<file path="src/rtl/e203_rst_req_seq.sv">
// Reset-request sequencer: merges POR, watchdog, debug and software requests into one sys_rst_n pulse.
// Optional sticky cause register guarded by E203_RST_CAUSE_EN.
module e203_rst_req_seq #(
  parameter int RST_PULSE_CYCLES = 16,
  parameter int RELEASE_GAP      = 4,
  parameter int CNT_W            = 5
) (
  input  logic       clk,
  input  logic       rst_n,
  input  logic       wdog_rst_req,
  input  logic       dbg_rst_req,
  input  logic       sw_rst_req,
  input  logic       rst_hold_i,
  input  logic       rst_cause_clr,
  output logic       sys_rst_n,
  output logic       rst_busy,
  output logic [3:0] rst_cause
);

  localparam logic [1:0] S_RUN    = 2'd0;
  localparam logic [1:0] S_ASSERT = 2'd1;
  localparam logic [1:0] S_HOLD   = 2'd2;
  localparam logic [1:0] S_SETTLE = 2'd3;

  localparam logic [CNT_W-1:0] PULSE_LD = CNT_W'(RST_PULSE_CYCLES - 1);
  localparam logic [CNT_W-1:0] GAP_LD   = CNT_W'(RELEASE_GAP - 1);

  logic [1:0]       state;
  logic [1:0]       state_nxt;
  logic [CNT_W-1:0] cnt;
  logic [CNT_W-1:0] cnt_nxt;
  logic             pend;
  logic             pend_nxt;
  logic             req;
  logic             cnt_zero;

  assign req      = wdog_rst_req | dbg_rst_req | sw_rst_req;
  assign cnt_zero = (cnt == '0);

  always_comb begin
    state_nxt = state;
    cnt_nxt   = cnt;
    pend_nxt  = pend;
    unique case (1'b1)
      state == S_RUN: begin
        if (req) begin
          state_nxt = S_ASSERT;
          cnt_nxt   = PULSE_LD;
        end
      end
      state == S_ASSERT: begin
        if (!cnt_zero) begin
          cnt_nxt = cnt - 1'b1;
        end else if (rst_hold_i) begin
          state_nxt = S_HOLD;
        end else begin
          state_nxt = S_SETTLE;
          cnt_nxt   = GAP_LD;
        end
      end
      state == S_HOLD: begin
        if (!rst_hold_i) begin
          state_nxt = S_SETTLE;
          cnt_nxt   = GAP_LD;
        end
      end
      default: begin
        // A request on the last settle cycle counts as pending too
        if (!cnt_zero) begin
          cnt_nxt  = cnt - 1'b1;
          pend_nxt = pend | req;
        end else if (pend | req) begin
          state_nxt = S_ASSERT;
          cnt_nxt   = PULSE_LD;
          pend_nxt  = 1'b0;
        end else begin
          state_nxt = S_RUN;
          pend_nxt  = 1'b0;
        end
      end
    endcase
  end

  always_ff @(posedge clk) begin
    if (!rst_n) begin
      state     <= S_ASSERT;
      cnt       <= PULSE_LD;
      pend      <= 1'b0;
      sys_rst_n <= 1'b0;
      rst_busy  <= 1'b1;
    end else begin
      state     <= state_nxt;
      cnt       <= cnt_nxt;
      pend      <= pend_nxt;
      sys_rst_n <= (state_nxt == S_RUN) || (state_nxt == S_SETTLE);
      rst_busy  <= (state_nxt != S_RUN);
    end
  end

`ifdef E203_RST_CAUSE_EN
  logic [3:0] cause;
  logic [3:0] req_bits;

  assign req_bits = {sw_rst_req, dbg_rst_req, wdog_rst_req, 1'b0};

  // Request bits win over a same-cycle clear
  always_ff @(posedge clk) begin
    if (!rst_n) begin
      cause <= 4'b0001;
    end else if (state == S_RUN) begin
      if (req) begin
        cause <= req_bits;
      end else if (rst_cause_clr) begin
        cause <= 4'b0000;
      end
    end else begin
      cause <= cause | req_bits;
    end
  end

  assign rst_cause = cause;
`else
  logic unused_cause_clr;

  assign unused_cause_clr = rst_cause_clr;
  assign rst_cause        = 4'b0000;
`endif

endmodule
</file>
<file path="config.mk">
export PLATFORM = sky130hd
export DESIGN_NAME = e203_rst_req_seq
export DESIGN_NICKNAME = d
export VERILOG_FILES = /design/src/rtl/e203_rst_req_seq.sv
export SDC_FILE = /design/constraint.sdc
export NUM_CORES = 1
export LEC_CHECK = 0
export ABC_AREA = 0
export BUFFER_PORTS_ARGS = -buffer_cell sky130_fd_sc_hd__buf_2
export CORE_MARGIN = 5
export CORE_UTILIZATION = 40
export CTS_CLUSTER_SIZE = 16
export DETAILED_ROUTE_END_ITERATION = 7
export MAX_ROUTING_LAYER = met4
export SYNTH_ARGS = -nofsm -noshare
export SYNTH_HDL_FRONTEND = slang
export SYNTH_SLANG_ARGS = --single-unit
</file>
<file path="constraint.sdc">
create_clock -name clk -period 3.2 [get_ports clk]
set_input_delay 0.48 -clock clk [delete_from_list [all_inputs] [get_ports clk]]
set_output_delay 0.48 -clock clk [all_outputs]
set_load 0.03 [all_outputs]
</file>
==> results of run 1 <==
## cells in the final DEF, fill, tap and decap left out
| master | count |
|---|---|
| buf_4 | 1 |
| nand3_1 | 1 |
| and3_1 | 1 |
| o22ai_1 | 1 |
| buf_2 | 7 |
| nor4b_1 | 2 |
| a31o_1 | 1 |
| o21a_1 | 1 |
| a21oi_2 | 1 |
| a211oi_1 | 2 |
| o32ai_4 | 1 |
| ha_1 | 7 |
| o21ai_1 | 1 |
| nor4_1 | 1 |
| o211ai_1 | 2 |
| xnor2_1 | 1 |
| o311a_1 | 1 |
| nor3_1 | 1 |
| o32a_1 | 1 |
| conb_1 | 4 |
| o22a_1 | 1 |
| a22oi_1 | 1 |
| a21oi_1 | 6 |
| a31oi_1 | 3 |
| or2_2 | 1 |
| o31a_1 | 1 |
| o41a_1 | 1 |
| nor2_1 | 9 |
| nand2_1 | 1 |
| clkbuf_4 | 3 |
| dfxtp_1 | 10 |
| o21ai_0 | 7 |
| nand2b_1 | 2 |
| nand3b_1 | 1 |
| or3_1 | 1 |
| or4_1 | 1 |
| inv_1 | 9 |
| or4b_1 | 1 |
| o211a_1 | 1 |
## synth_stat cells (all sizes together), types with 2 or more instances
library cell	n
inv	9
buf	6
nor2	9
dfxtp	10
nor4b	2
o211ai	2
o21ai	8
a211oi	2
nand2b	2
clkbuf	2
ha	7
a31oi	3
a21oi	7
## metal layers
layer,vias up,part of all wire
li1,343,-
met1,322,0.45
met2,22,0.50
met3,0,0.056
met4,0,0
met5,-,0
## logic make-up (layout without fill, tap and decap cells)
| logic type | after synthesis | after routing | share of synthesized area |
|---|---|---|---|
| and+or+nand+nor | 23 | 23 | 0.168 |
| AOI/OAI and AO/OA | 33 | 33 | 0.321 |
| DFF | 10 | 10 | 0.264 |
| xor gates and xnor gates | 1 | 1 | 0.0115 |
| other | 1 | 4 | 0.00494 |
| adders and majority gates | 7 | 7 | 0.115 |
| buffers and inverters | 17 | 20 | 0.115 |
## through the flow
| step | power (uW) | cells | instance area, um^2 | hold slack, ns |
|---|---|---|---|---|
| after detailed placement | 255 | 120 | 791 | 0.459 |
| after global placement | 253 | 120 | 791 | 0.448 |
| after global routing | 370 | 123 | 813 | 0.484 |
| after floorplan | 235 | 95 | 771 | 0.436 |
| after CTS | 343 | 123 | 813 | 0.471 |
| final | 339 | 123 | 813 | 0.471 |
## path summary, 6_finish.rpt
kind	slack, ns	depth (start not counted)	startpoint	endpoint
max	0.97	8	cnt[0]	sys_rst_n
min	0.47	1	cnt[4]	cnt[4]
max reg2reg	0.97	8	cnt[0]	sys_rst_n
min reg2reg	0.47	1	cnt[4]	cnt[4]
## where the power goes
part	internal (uW)	total, uW	switching [uW]	leakage (uW)
Sequential	139	153	14.5	0.0000816
Clock	43.4	85.1	41.7	0.0000138
Combinational	41.8	101	59.0	0.000227
Total	224	339	115	0.000322
## worst reg2reg max path, stage by stage (launching register included)
cell	delay [ns]
dfxtp_1	0.33
inv_1	0.10
ha_1	0.24
or4b_1	0.65
o21ai_0	0.26
o211a_1	0.17
or2_2	0.10
ha_1	0.22
nor2_1	0.10
## registers in the layout, indices dropped and copies added (netlist names)
name       flops
cnt            5
pend           1
state          2
sys_rst_n      1
rst_busy       1
## cell type report
| cell class | instances | area, um^2 |
|---|---|---|
| repair buffers | 8 | 42.5 |
| multi-input cells | 68 | 483 |
| fillers | 193 | 951 |
| inverters | 9 | 33.8 |
| well taps | 25 | 31.3 |
| flip-flops and latches | 10 | 200 |
| clock buffers | 3 | 22.5 |
==> impl_metrics.env, run 1 <==
export IMPL_ys_seq_elements=10
export IMPL_firstDrtPassIters=4
export IMPL_layout_min_cycle_time_ns=2.23
export IMPL_cp_data_required_time_ns=3.40
export IMPL_arrival_ns=2.43
export IMPL_die_y_um=53.6
export IMPL_synth_avg_cell_area_um2=8.26
export IMPL_grt_pass1_wl_um=2870
export IMPL_slew_violations=0
export IMPL_use_met2=0.235
export IMPL_met3_usage=0.0249
export IMPL_endpoint_kind="flop"
export IMPL_synth_top_flop_cell="dfxtp_1"
export IMPL_fin_nets=114
export IMPL_ys_seq_area_frac=0.264
export IMPL_relSlewSlack=0.573
export IMPL_async_flop_share=0
export IMPL_die_w_um=53.6
export IMPL_cellLeakagePower_uw=0.000322
export IMPL_htreeDepth=1
export IMPL_die_area_um2=2870
export IMPL_hold_viol_final=0
export IMPL_grt_util_met1=0.166
export IMPL_grt_antenna_before_repair=0
export IMPL_synth_top_area_frac=0.264
export IMPL_utilization=0.461
export IMPL_cp_slowest_stage_delay_ns=0.65
export IMPL_clk_insertion_delay_late_ns=0.26
export IMPL_clk_pin_slew_ns=0.06
export IMPL_crit_type="reg -> reg"
export IMPL_num_rows=15
export IMPL_cts_tree="done"
export IMPL_design_core_area_um2=1760
export IMPL_fin_crit_sh=0.696
export IMPL_hold_class="reg -> reg"
export IMPL_ir_drop_mv=0.259
export IMPL_worst_path_max_fanout=7
export IMPL_vias=687
export IMPL_diodes=0
export IMPL_drc=0
export IMPL_clock_path_buffers=2
export IMPL_finalSetupTns_ns=0
export IMPL_grt_busiest_layer="met2"
export IMPL_drt_iter0_markers=21
export IMPL_synthTopCellsByArea="dfxtp_1, ha_1, o21ai_0"
export IMPL_initial_core_util=0.430
export IMPL_hold_buffers=0
export IMPL_cts_setup_buffers=0
export IMPL_cts_repair_resize_count=0
export IMPL_post_place_ws_ns=1.03
export IMPL_cap_violations=0
export IMPL_setup_violations_final=0
export IMPL_grt_max_degree=13
export IMPL_port_buffers=7
export IMPL_rsz0062_at_grt="no"
export IMPL_ctsRootBufferMaster="clkbuf_4"
export IMPL_gr_usage_all_layers=0.142
export IMPL_powerDensity_nw_per_um2=417
export IMPL_netlist_instances=92
export IMPL_synth_edf_count=0
export IMPL_wl_um=1710
export IMPL_io_pins=13
export IMPL_yosys_warnings=0
export IMPL_syn_area_um2=759
export IMPL_ant_nets=0
export IMPL_grt_ovfl_total=0
export IMPL_skew_ns=0.00104
export IMPL_numCtsBuffers=3
export IMPL_path_cells="inv_1 -> ha_1 -> or4b_1 -> o21ai_0 -> o211a_1 -> or2_2 -> ha_1 -> nor2_1"
export IMPL_final_layout_size_suffix_gt1_frac=0.143
export IMPL_cts_sink_count=10
export IMPL_viasPerCell=5.59
export IMPL_crit_top_cell="ha_1"
export IMPL_worstMarginPinSlew_ns=0.632
export IMPL_netlist_cell_type_count=40
export IMPL_fin_ws_ns=0.974
export IMPL_cpMaxStageDelayCell="or4b_1"
export IMPL_start_kind="flop"
export IMPL_syn_to_final_growth_pct=7.08
export IMPL_fmax_ghz=0.449
export IMPL_routedWlPerCell_um=13.9
export IMPL_synth_top_area_cell="dfxtp_1"
export IMPL_routabilityCongestion=0.838
export IMPL_critPathBufInv=1
export IMPL_crit_family="simple AND/OR/NAND/NOR gates"
export IMPL_grt_pass1_vias=662
export IMPL_hpwl_um=1250
export IMPL_outcome="finished clean"
Note: power is estimated with default switching activity, not from simulation.
==> inputs of run 2 (changes only) <==
- clock period: 3.2 -> 1.84 ns (I/O delays scaled with it)
==> impl_metrics.env, run 2 (synthesized netlist as in run 1, its figures left out) <==
export IMPL_outcome="finished with violations"
export IMPL_violations="negative setup slack"
export IMPL_fin_crit_sh=1.02
export IMPL_cellLeakagePower_uw=0.000426
export IMPL_worst_path_max_fanout=6
export IMPL_drt_iter0_markers=13
export IMPL_cap_violations=0
export IMPL_die_y_um=53.6
export IMPL_utilization=0.599
export IMPL_rsz0062_at_grt="yes"
export IMPL_gr_usage_all_layers=0.163
export IMPL_powerDensity_nw_per_um2=722
export IMPL_design_core_area_um2=1760
export IMPL_cts_tree="done"
export IMPL_relSlewSlack=0.653
export IMPL_skew_ns=0.00738
export IMPL_clk_pin_slew_ns=0.08
export IMPL_whs_ns=0.266
export IMPL_viasPerCell=5.26
export IMPL_final_layout_size_suffix_gt1_frac=0.395
export IMPL_final_cell_mix="buf_4, dfxtp_1, inv_1, nor2_1, buf_2"
export IMPL_numCtsBuffers=3
export IMPL_firstDrtPassIters=4
export IMPL_hold_viol_final=0
export IMPL_fmax_ghz=0.535
export IMPL_vias=758
export IMPL_layout_min_cycle_time_ns=1.87
export IMPL_reg_top3="cnt x5, state x2"
export IMPL_slew_violations=0
export IMPL_cp_data_required_time_ns=2.00
export IMPL_layout_commonest_cell="buf_4"
export IMPL_start_kind="flop"
export IMPL_hpwl_um=1430
export IMPL_multi_input_area_um2=556
export IMPL_largest_reg_flops=5
export IMPL_fin_nets=134
export IMPL_ir_drop_mv=0.575
export IMPL_grt_antenna_before_repair=0
export IMPL_grt_pass1_wl_um=3310
export IMPL_num_rows=15
export IMPL_hold_buffers=0
export IMPL_setup_violations_final=2
export IMPL_syn_to_final_growth_pct=39.0
export IMPL_clk_insertion_delay_late_ns=0.27
export IMPL_endpoint_kind="flop"
export IMPL_htreeDepth=1
export IMPL_wl_um=1920
export IMPL_routedWlPerCell_um=13.3
export IMPL_cts_sink_count=10
export IMPL_grt_max_degree=11
export IMPL_grt_pass1_vias=705
export IMPL_port_buffers=7
export IMPL_hold_class="in -> reg"
export IMPL_ant_nets=0
export IMPL_io_pins=13
export IMPL_top_register="cnt"
export IMPL_register_area_um2=203
export IMPL_post_place_ws_ns=-0.0143
export IMPL_arrival_ns=2.03
export IMPL_grt_ovfl_total=0
export IMPL_crit_type="reg -> reg"
export IMPL_fin_ws_ns=-0.0302
export IMPL_die_w_um=53.6
export IMPL_drc=0
export IMPL_die_area_um2=2870
export IMPL_fillCellCount=182
export IMPL_routabilityCongestion=0.787
export IMPL_initial_core_util=0.430
export IMPL_diodes=0
export IMPL_ctsRootBufferMaster="clkbuf_4"
export IMPL_clock_path_buffers=2
export IMPL_worstMarginPinSlew_ns=0.513
## run 2: final cells by class
cell class              instances  area share
well taps                      25      0.0296
repair buffers                 28       0.186
inverters                       9      0.0320
multi-input cells              68       0.526
clock buffers                   4      0.0344
flip-flops and latches         10       0.192
## run 2: worst paths after layout
| path | cells after the start | from | to | slack, ns |
|---|---|---|---|---|
| worst max-delay path | 7 | cnt[1] | cnt[1] | -0.03 |
| worst min-delay path | 2 | rst_n | rst_busy | 0.27 |
| worst max register to register | 7 | cnt[1] | cnt[1] | -0.03 |
| worst min register to register | 1 | cnt[4] | cnt[4] | 0.50 |
## run 2: through the flow
step / setup TNS (ns) / total power (uW) / area, um^2 / instances
2_1_floorplan: 0 / 430 / 807 / 95
3_3_place_gp: 0 / 508 / 940 / 135
3_5_place_dp: -0.0143 / 512 / 940 / 135
4_1_cts: -0.0174 / 753 / 1030 / 143
5_1_grt: -0.351 / 815 / 1060 / 144
6_report: -0.0473 / 762 / 1060 / 144
## run 2: where the power goes
part | internal [uW] | leakage [uW] | switching (uW)
sequential | 243 | 0.0000811 | 14.7
clock | 120 | 0.0000210 | 92.7
combinational | 148 | 0.000324 | 144
## run 2: layer usage
metal | global-route usage | share of wire
met1 | 0.204 | 0.46
met2 | 0.269 | 0.48
met3 | 0.0332 | 0.050
met4 | 0.0383 | 0.0052
met5 | - | 0
## run 2: worst max-delay path: stages (launching register included)
cell and delay, ns:
dfxtp_2 0.33, inv_2 0.07, ha_4 0.14, or4b_4 0.53
buf_4 0.18, a21oi_4 0.16, nor2_1 0.06, o41a_1 0.30
## run 2: repair_timing
item,CTS,global route
endpoints found under the setup margin,2,5
resized for setup,3,5
buffers inserted,4,2
pin swaps,6,11
